--- src/rtl/sort_pkg.sv ---
// Shared types and sizing helpers for the insertion-sort array sequencer.
package sort_pkg;

  typedef enum logic [1:0] {
    LOAD,
    DRAIN,
    FLUSH
  } sort_state_t;

  function automatic int unsigned count_w(input int unsigned n);
    return $clog2(n + 1);
  endfunction

  localparam int unsigned NUM_CELLS_DEF = 16;
  localparam int unsigned COUNT_W       = count_w(NUM_CELLS_DEF);

endpackage

--- src/rtl/sort_controller.sv ---
// Sequencer for an insertion-sort cell chain: loads one word per cycle, drains
// the chain in ascending order, then pulses array_clear for one cycle.
module sort_controller
  import sort_pkg::*;
#(
  parameter int unsigned DATA_WIDTH = 8,
  parameter int unsigned NUM_CELLS  = 16
) (
  input  logic                              clk,
  input  logic                              reset,
  input  logic                              in_valid,
  output logic                              in_ready,
  input  logic [DATA_WIDTH-1:0]             in_data,
  input  logic                              in_last,
  output logic                              out_valid,
  input  logic                              out_ready,
  output logic [DATA_WIDTH-1:0]             out_data,
  output logic                              out_last,
  input  logic [DATA_WIDTH-1:0]             head_data,
  output logic                              cell_enable,
  output logic                              cell_shift_up,
  output logic [DATA_WIDTH-1:0]             cell_new_data,
  output logic                              array_clear,
  output logic                              busy,
  output logic [count_w(NUM_CELLS)-1:0]     count
);

  localparam int unsigned CW = count_w(NUM_CELLS);
  localparam logic [CW-1:0] FULL      = CW'(NUM_CELLS);
  localparam logic [CW-1:0] LAST_SLOT = CW'(NUM_CELLS - 1);
  localparam logic [CW-1:0] ONE       = CW'(1);

  sort_state_t   state_q;
  logic [CW-1:0] count_q;
  logic          clear_q;
  logic          accept;
  logic          pop;

  always_comb begin
    in_ready      = 1'b0;
    out_valid     = 1'b0;
    out_last      = 1'b0;
    cell_enable   = 1'b0;
    cell_shift_up = 1'b0;
    // All-ones never displaces an occupied cell, so it is a safe idle value.
    cell_new_data = '1;
    accept        = 1'b0;
    pop           = 1'b0;
    case (state_q)
      LOAD: begin
        in_ready = (count_q < FULL);
        accept   = in_valid && in_ready;
        if (accept) begin
          cell_enable   = 1'b1;
          cell_new_data = in_data;
        end
      end
      DRAIN: begin
        out_valid = 1'b1;
        out_last  = (count_q == ONE);
        pop       = out_ready;
        if (pop) begin
          cell_enable   = 1'b1;
          cell_shift_up = 1'b1;
        end
      end
      default: ;
    endcase
  end

  always_ff @(posedge clk or posedge reset) begin
    if (reset) begin
      state_q <= LOAD;
      count_q <= '0;
      clear_q <= 1'b0;
    end else begin
      clear_q <= 1'b0;
      case (state_q)
        LOAD: begin
          if (accept) begin
            count_q <= count_q + ONE;
            if (in_last || (count_q == LAST_SLOT)) state_q <= DRAIN;
          end
        end
        DRAIN: begin
          if (pop) begin
            count_q <= count_q - ONE;
            if (count_q == ONE) begin
              state_q <= FLUSH;
              clear_q <= 1'b1;
            end
          end
        end
        FLUSH:   state_q <= LOAD;
        default: state_q <= LOAD;
      endcase
    end
  end

  assign out_data    = head_data;
  assign array_clear = clear_q;
  assign count       = count_q;
  assign busy        = (state_q != LOAD) || (count_q != '0);

endmodule

--- config.mk ---
export PLATFORM = sky130hd
export DESIGN_NAME = sort_controller
export DESIGN_NICKNAME = d
export VERILOG_FILES = /design/src/rtl/sort_pkg.sv /design/src/rtl/sort_controller.sv
export SDC_FILE = /design/constraint.sdc
export NUM_CORES = 1
export LEC_CHECK = 0
export CAP_MARGIN = 20
export CORE_UTILIZATION = 35
export DETAILED_ROUTE_END_ITERATION = 8
export PLACE_DENSITY = 0.81
export SYNTH_ARGS = -nofsm -noshare
export SYNTH_HDL_FRONTEND = slang
export SYNTH_SLANG_ARGS = --single-unit
--- constraint.sdc ---
create_clock -name clk -period 4.1 [get_ports clk]
set_input_delay 0.615 -clock clk [delete_from_list [all_inputs] [get_ports clk]]
set_output_delay 0.615 -clock clk [all_outputs]
set_load 0.01 [all_outputs]
# --- After elaboration in Yosys (flattened, before gate mapping) ---
# Cells that the tools add are included.
totals:
  inputBits: 21
  elab_cells: 44
  regBits: 8
  output_inout_bits: 28
op_classes:
  mux: 22
  order_cmp: 1
  eq_ne: 7
  n_reduce_logical: 9
  addsub: 2
ops:
  columns: ["operator", "n"]
  rows:
  - ["two-way mux 8 bit", 2]
  - ["two-way mux 1 bit", 11]
  - ["two-way mux 5 bit", 2]
  - ["one-hot mux 5 bit (2 select lines)", 1]
  - ["two-way mux 2 bit", 4]
  - ["!= test 2 bit (second input constant)", 4]
  - ["adder 5 x 1 -> 5 bit (second input constant)", 1]
  - ["equality test 5 x 1 -> 1 bit (second input constant)", 1]
  - ["equality test 5 x 4 -> 1 bit (second input constant)", 1]
  - ["< comparator 5 bit (second input constant)", 1]
  - ["nonzero test 5 bit", 1]
  - ["subtractor 5 x 1 -> 5 bit (second input constant)", 1]
  - ["one-hot mux 2 bit (2 select lines)", 1]
  - ["AND reduction 4 bit", 1]
  - ["nonzero test 2 bit", 2]
  - ["AND reduction 3 bit", 1]
  - ["equality test 2 x 1 -> 1 bit (second input constant)", 1]
  - ["logical NOT 2 bit", 1]
  - ["logical OR 1 bit", 2]
  - ["one-hot mux 1 bit (2 select lines)", 1]
  - ["logical AND 1 bit", 1]

# --- Depth between registers and ports, before layout ---
logic_depth:
  ltp_word: 5
  mapped_depth: 7
  ltp_nobuf: 7

# --- Worst setup path before layout ---
# Ideal clock, no wire load.
synth_timing:
  path_type: "register to register"
  startpoint: "register count_q[0], in the netlist count[0]"
  endpoint: "register count_q[4], in the netlist count[4]"
  n_path_buf: 0
  arrival_time_ns: 1.850
  path_stages_with_launch: 8
  setup_slack_ns: 2.172
  period_less_slack_ns: 1.928
  required_time_ns: 4.023
  setup_time_ns: 0.077
  cell_sequence: "dfrtp_1 > ha_1 > and3_1 > ha_1 > or3b_2 > a21oi_1 > nor2_1 > a21oi_1"
synth_between:
  elab_chain_len: 5
  elab_cells_between_ends: 10
  cone_classes: "2 x add/sub; 1 x order compare; 1 x eq/ne; 4 x mux; 2 x reduce/logical"
synth_rtl:
  columns: ["item", "line", "source"]
  rows:
  - ["from (decl)", "sort_controller.sv:34", "logic [CW-1:0] count_q;"]
  - ["from (signal assigned)", "sort_controller.sv:81", "count_q <= count_q + ONE;"]
  - ["from (signal assigned)", "sort_controller.sv:87", "count_q <= count_q - ONE;"]
  - ["< comparator 5 bit", "sort_controller.sv:51", "in_ready = (count_q < FULL);"]
  - ["logical AND 1 bit", "sort_controller.sv:52", "accept = in_valid && in_ready;"]
  - ["two-way mux 1 bit", "sort_controller.sv:49", "case (state_q)"]
  - ["!= test 2 bit (no source line)", null, null]
  - ["AND reduction 3 bit (no source line)", null, null]
# Parallel ways exist; a longest one is shown, timed or not. The select of a mux whose other input is x is not followed.
# A chain may end at the register's enable or synchronous reset.

# --- Worst setup path after layout ---
layout_timing:
  startpoint: "input port in_valid"
  endpoint: "output port cell_enable"
layout_between:
  elab_chain_len: 3
layout_rtl:
  columns: ["item", "line", "source"]
  rows:
  - ["from (decl)", "sort_controller.sv:11", "input logic in_valid,"]
  - ["logical AND 1 bit", "sort_controller.sv:52", null]
  - ["two-way mux 1 bit", "sort_controller.sv:53", "if (accept) begin"]
  - ["one-hot mux 1 bit (2 select lines)", "sort_controller.sv:49", null]
  - ["to (decl)", "sort_controller.sv:20", "output logic cell_enable,"]
# Every way passes these cells.

==> flow_metrics.tcl <==
set metrics [dict create \
    run_status "completed" \
    detail_route.wirelength_mm 1.401 \
    peakVddDrop_mv 0.3608 \
    cts_repair_resize_count 0 \
    num_vias 578 \
    clk_latency_ns 0.25 \
    clkSinkCount 8 \
    worst_slew_pin_slew_ns 0.6251 \
    yosysTopAreaCell "dfrtp_1" \
    num_rows 15 \
    setup_violations 0 \
    initial_utilization 0.3754 \
    antenna_found_initial 0 \
    coreArea_um2 1727 \
    fin_setup_tns_ns 0 \
    fin_skew_ns 0.0007637 \
    ios 49 \
    place.gp.congestion 0.7178 \
    min_period_ns 2.893 \
    num-nets-final 121 \
    fillers 166 \
    critical_path.cell_chain "clkdlybuf4s50_1, nor4b_4, a21o_2, clkdlybuf4s50_1" \
    crit_buf_inv 2 \
    synthTopCellsByArea "dfrtp_1, buf_4, or2b_1" \
    synth.distinct_cells 27 \
    syn_inst 68 \
    cts_tree "done" \
    comb_power_share 0.590 \
    netSwitchingFraction 0.4040 \
    layout-drive-gt1-share 0.09574 \
    cp_top_family "buffers and inverters" \
    wl_per_cell_um 11.77 \
    cts.clk_slew.worst_paths_ns 0.05 \
    synth_top_area_share 0.3089 \
    power-per-cell-area_nw_per_um2 582.0 \
    firstDrtPassIters 4 \
    cts_root_buf "clkbuf_4" \
    crit_path_max_fanout 9 \
    viasPerCell 4.857 \
    grt_setup_unrepaired "false" \
    p_seq_frac 0.304 \
    die_h_um 45.03 \
    area_growth_pct 47.30 \
    dp_hpwl_mm 1.141 \
    ff_latch_area_um2 200.2 \
    cts_buffers 3 \
    die_area_um2 2028 \
    drv_slew 0 \
    max_freq_mhz 345.6 \
    drc 0 \
    cts_buffer_depth 2 \
    finalHoldViolCount 0 \
    endpoint_kind "output port" \
    ys_seq_area_frac 0.3089 \
    crit_type "in2out" \
    grt_overflow_total 0 \
    grt_max_degree 10 \
    fin_crit_sh 0.7057 \
    crit_top_cell "clkdlybuf4s50_1" \
    fin_ws_ns 1.207 \
    synth_fp_nets 93 \
    worstPathRequired_ns 3.48 \
    drt_iter0_drc 8 \
    yosys_register_bits 8 \
    switchingPower_uw 224.4 \
    portBuffers 32 \
    max_stage_delay_ns 0.56 \
    hold_buffers 0 \
    die_x_um 45.03 \
    htree_levels 1 \
    grt_pass1_vias 527 \
    grt_usage 0.1540 \
    synth_area_per_cell_um2 9.531 \
    clkPwrFrac 0.106 \
    syn_area_um2 648.1 \
    postCtsSetupRepairBufs 0 \
    cellLeakagePower_uw 0.0004109 \
    maxCapViolCount 0 \
    min_path_type "reg2reg" \
    multi_input_area_um2 365.4 \
    power.internal_uw 331.2 \
    ys_warn_count 0 \
    ant_nets 0 \
    slew-limit-headroom 0.5824 \
    start_kind "primary input" \
    arrival_ns 2.28 \
    grt_pass1_wl_mm 2.221 \
    n_antenna_cell 0 \
    critPathSlowestCell "clkdlybuf4s50_1" \
    place_ws_ns 1.210 \
]
## cells in the mapped netlist
cell	count
nand3_1	2
nand2_1	4
a21o_2	1
xnor2_1	3
and2_1	1
xor2_1	1
o21ai_0	1
o21ai_2	1
or2b_1	7
inv_1	4
mux2_1	1
nand2b_1	1
buf_4	9
mux2i_1	1
and3_1	4
or2_2	1
dfrtp_1	8
nor2_1	4
nor2b_1	1
a31oi_1	1
nor3_1	1
nor4b_4	2
a311oi_1	1
ha_1	4
nand3b_1	1
or3b_2	1
a21oi_1	2
## cells by family (layout without fill, tap and decap cells)
kind of cell    after synthesis  in the layout  share of synthesized area
simple gates                 30             30                     0.3263
buf+inv                      13             39                     0.1274
flops                         8              8                     0.3089
compound gates                7              7                    0.07337
fa+ha+maj                     4              4                    0.07722
xor+xnor                      4              4                    0.05406
mux                           2              2                    0.03282
## routing by layer
metal	part of all wire	routed length, um	GRT usage	vias up
met1	0.40	560	0.1600	268
met3	0.13	185	0.06000	4
met2	0.45	629	0.2551	33
li1	-	-	-	273
met4	0.019	26	0.1030	0
met5	0	0	0	-
## worst reg2reg max path, delay by kind of cell, from the launching register on
kind,cells,cell delay (ns)
and+or+nand+nor,3,0.70
DFF,1,0.46
AOI/OAI and AO/OA,2,0.27
adders and majority gates,2,0.50
## cell usage in the layout (no fill, tap or decap)
cell / netlist / layout
clkdlybuf4s50_1: 0 / 32
dfrtp_1: 8 / 8
or2b_1: 7 / 7
inv_1: 4 / 4
nand2_1: 4 / 4
nor2_1: 4 / 4
and3_1: 4 / 4
ha_1: 4 / 4
xnor2_1: 3 / 3
clkbuf_4: 0 / 3
nor4b_4: 2 / 2
nand3_1: 2 / 2
a21oi_1: 2 / 2
nor2b_1: 1 / 1
a21o_2: 1 / 1
xor2_1: 1 / 1
o21ai_0: 1 / 1
mux2_1: 1 / 1
o21ai_2: 1 / 1
nand2b_1: 1 / 1
and2_1: 1 / 1
nor3_1: 1 / 1
nand3b_1: 1 / 1
mux2i_1: 1 / 1
or3b_2: 1 / 1
or2_2: 1 / 1
a31oi_1: 1 / 1
a311oi_1: 1 / 1
## flip-flops by register name, summed over array words and instances, names as in the netlist
| signal | flops |
|---|---|
| count | 5 |
| state_q | 2 |
| array_clear | 1 |
## power groups by stage
stage	clock (uW)	combinational [uW]	sequential, uW
2_1_floorplan	0	188	174
3_3_place_gp	0	320	169
3_5_place_dp	0	329	171
4_1_cts	60.6	331	170
5_1_grt	65.1	362	176
6_report	59.0	328	169
## final cells by class
type / instances / share of cell area
Multi-Input combinational cell: 47 / 0.3827
Inverter: 4 / 0.01573
Tap cell: 25 / 0.03277
Clock buffer: 3 / 0.02359
Timing Repair Buffer: 32 / 0.3355
Sequential cell: 8 / 0.2097
## through the flow
step           hold WS [ns]  area, um^2  instances  total power (uW)    util
2_1_floorplan        0.4307       648.1         68             361.9       -
3_3_place_gp         0.5049       932.1        116             488.9  0.5399
3_5_place_dp         0.5106       932.1        116             500.3  0.5399
4_1_cts              0.5230       954.7        119             561.1  0.5529
5_1_grt              0.5613       954.7        119             603.9  0.5529
6_report             0.5162       954.7        119             555.6  0.5529
## final timing paths
check	depth (start not counted)	end	startpoint	slack [ns]
setup / recovery	4	cell_enable	in_valid	1.21
hold reg to reg	1	count[3]$_DFFE_PP0P_	count[3]$_DFFE_PP0P_	0.52
setup reg to reg	7	count[4]$_DFFE_PP0P_	count[0]$_DFFE_PP0P_	2.10
min in group asynchronous	2	count[4]$_DFFE_PP0P_	reset	0.61
max in group asynchronous	2	count[0]$_DFFE_PP0P_	reset	3.27
hold / removal	1	count[3]$_DFFE_PP0P_	count[3]$_DFFE_PP0P_	0.52
Power figures use the tool's default switching activity.
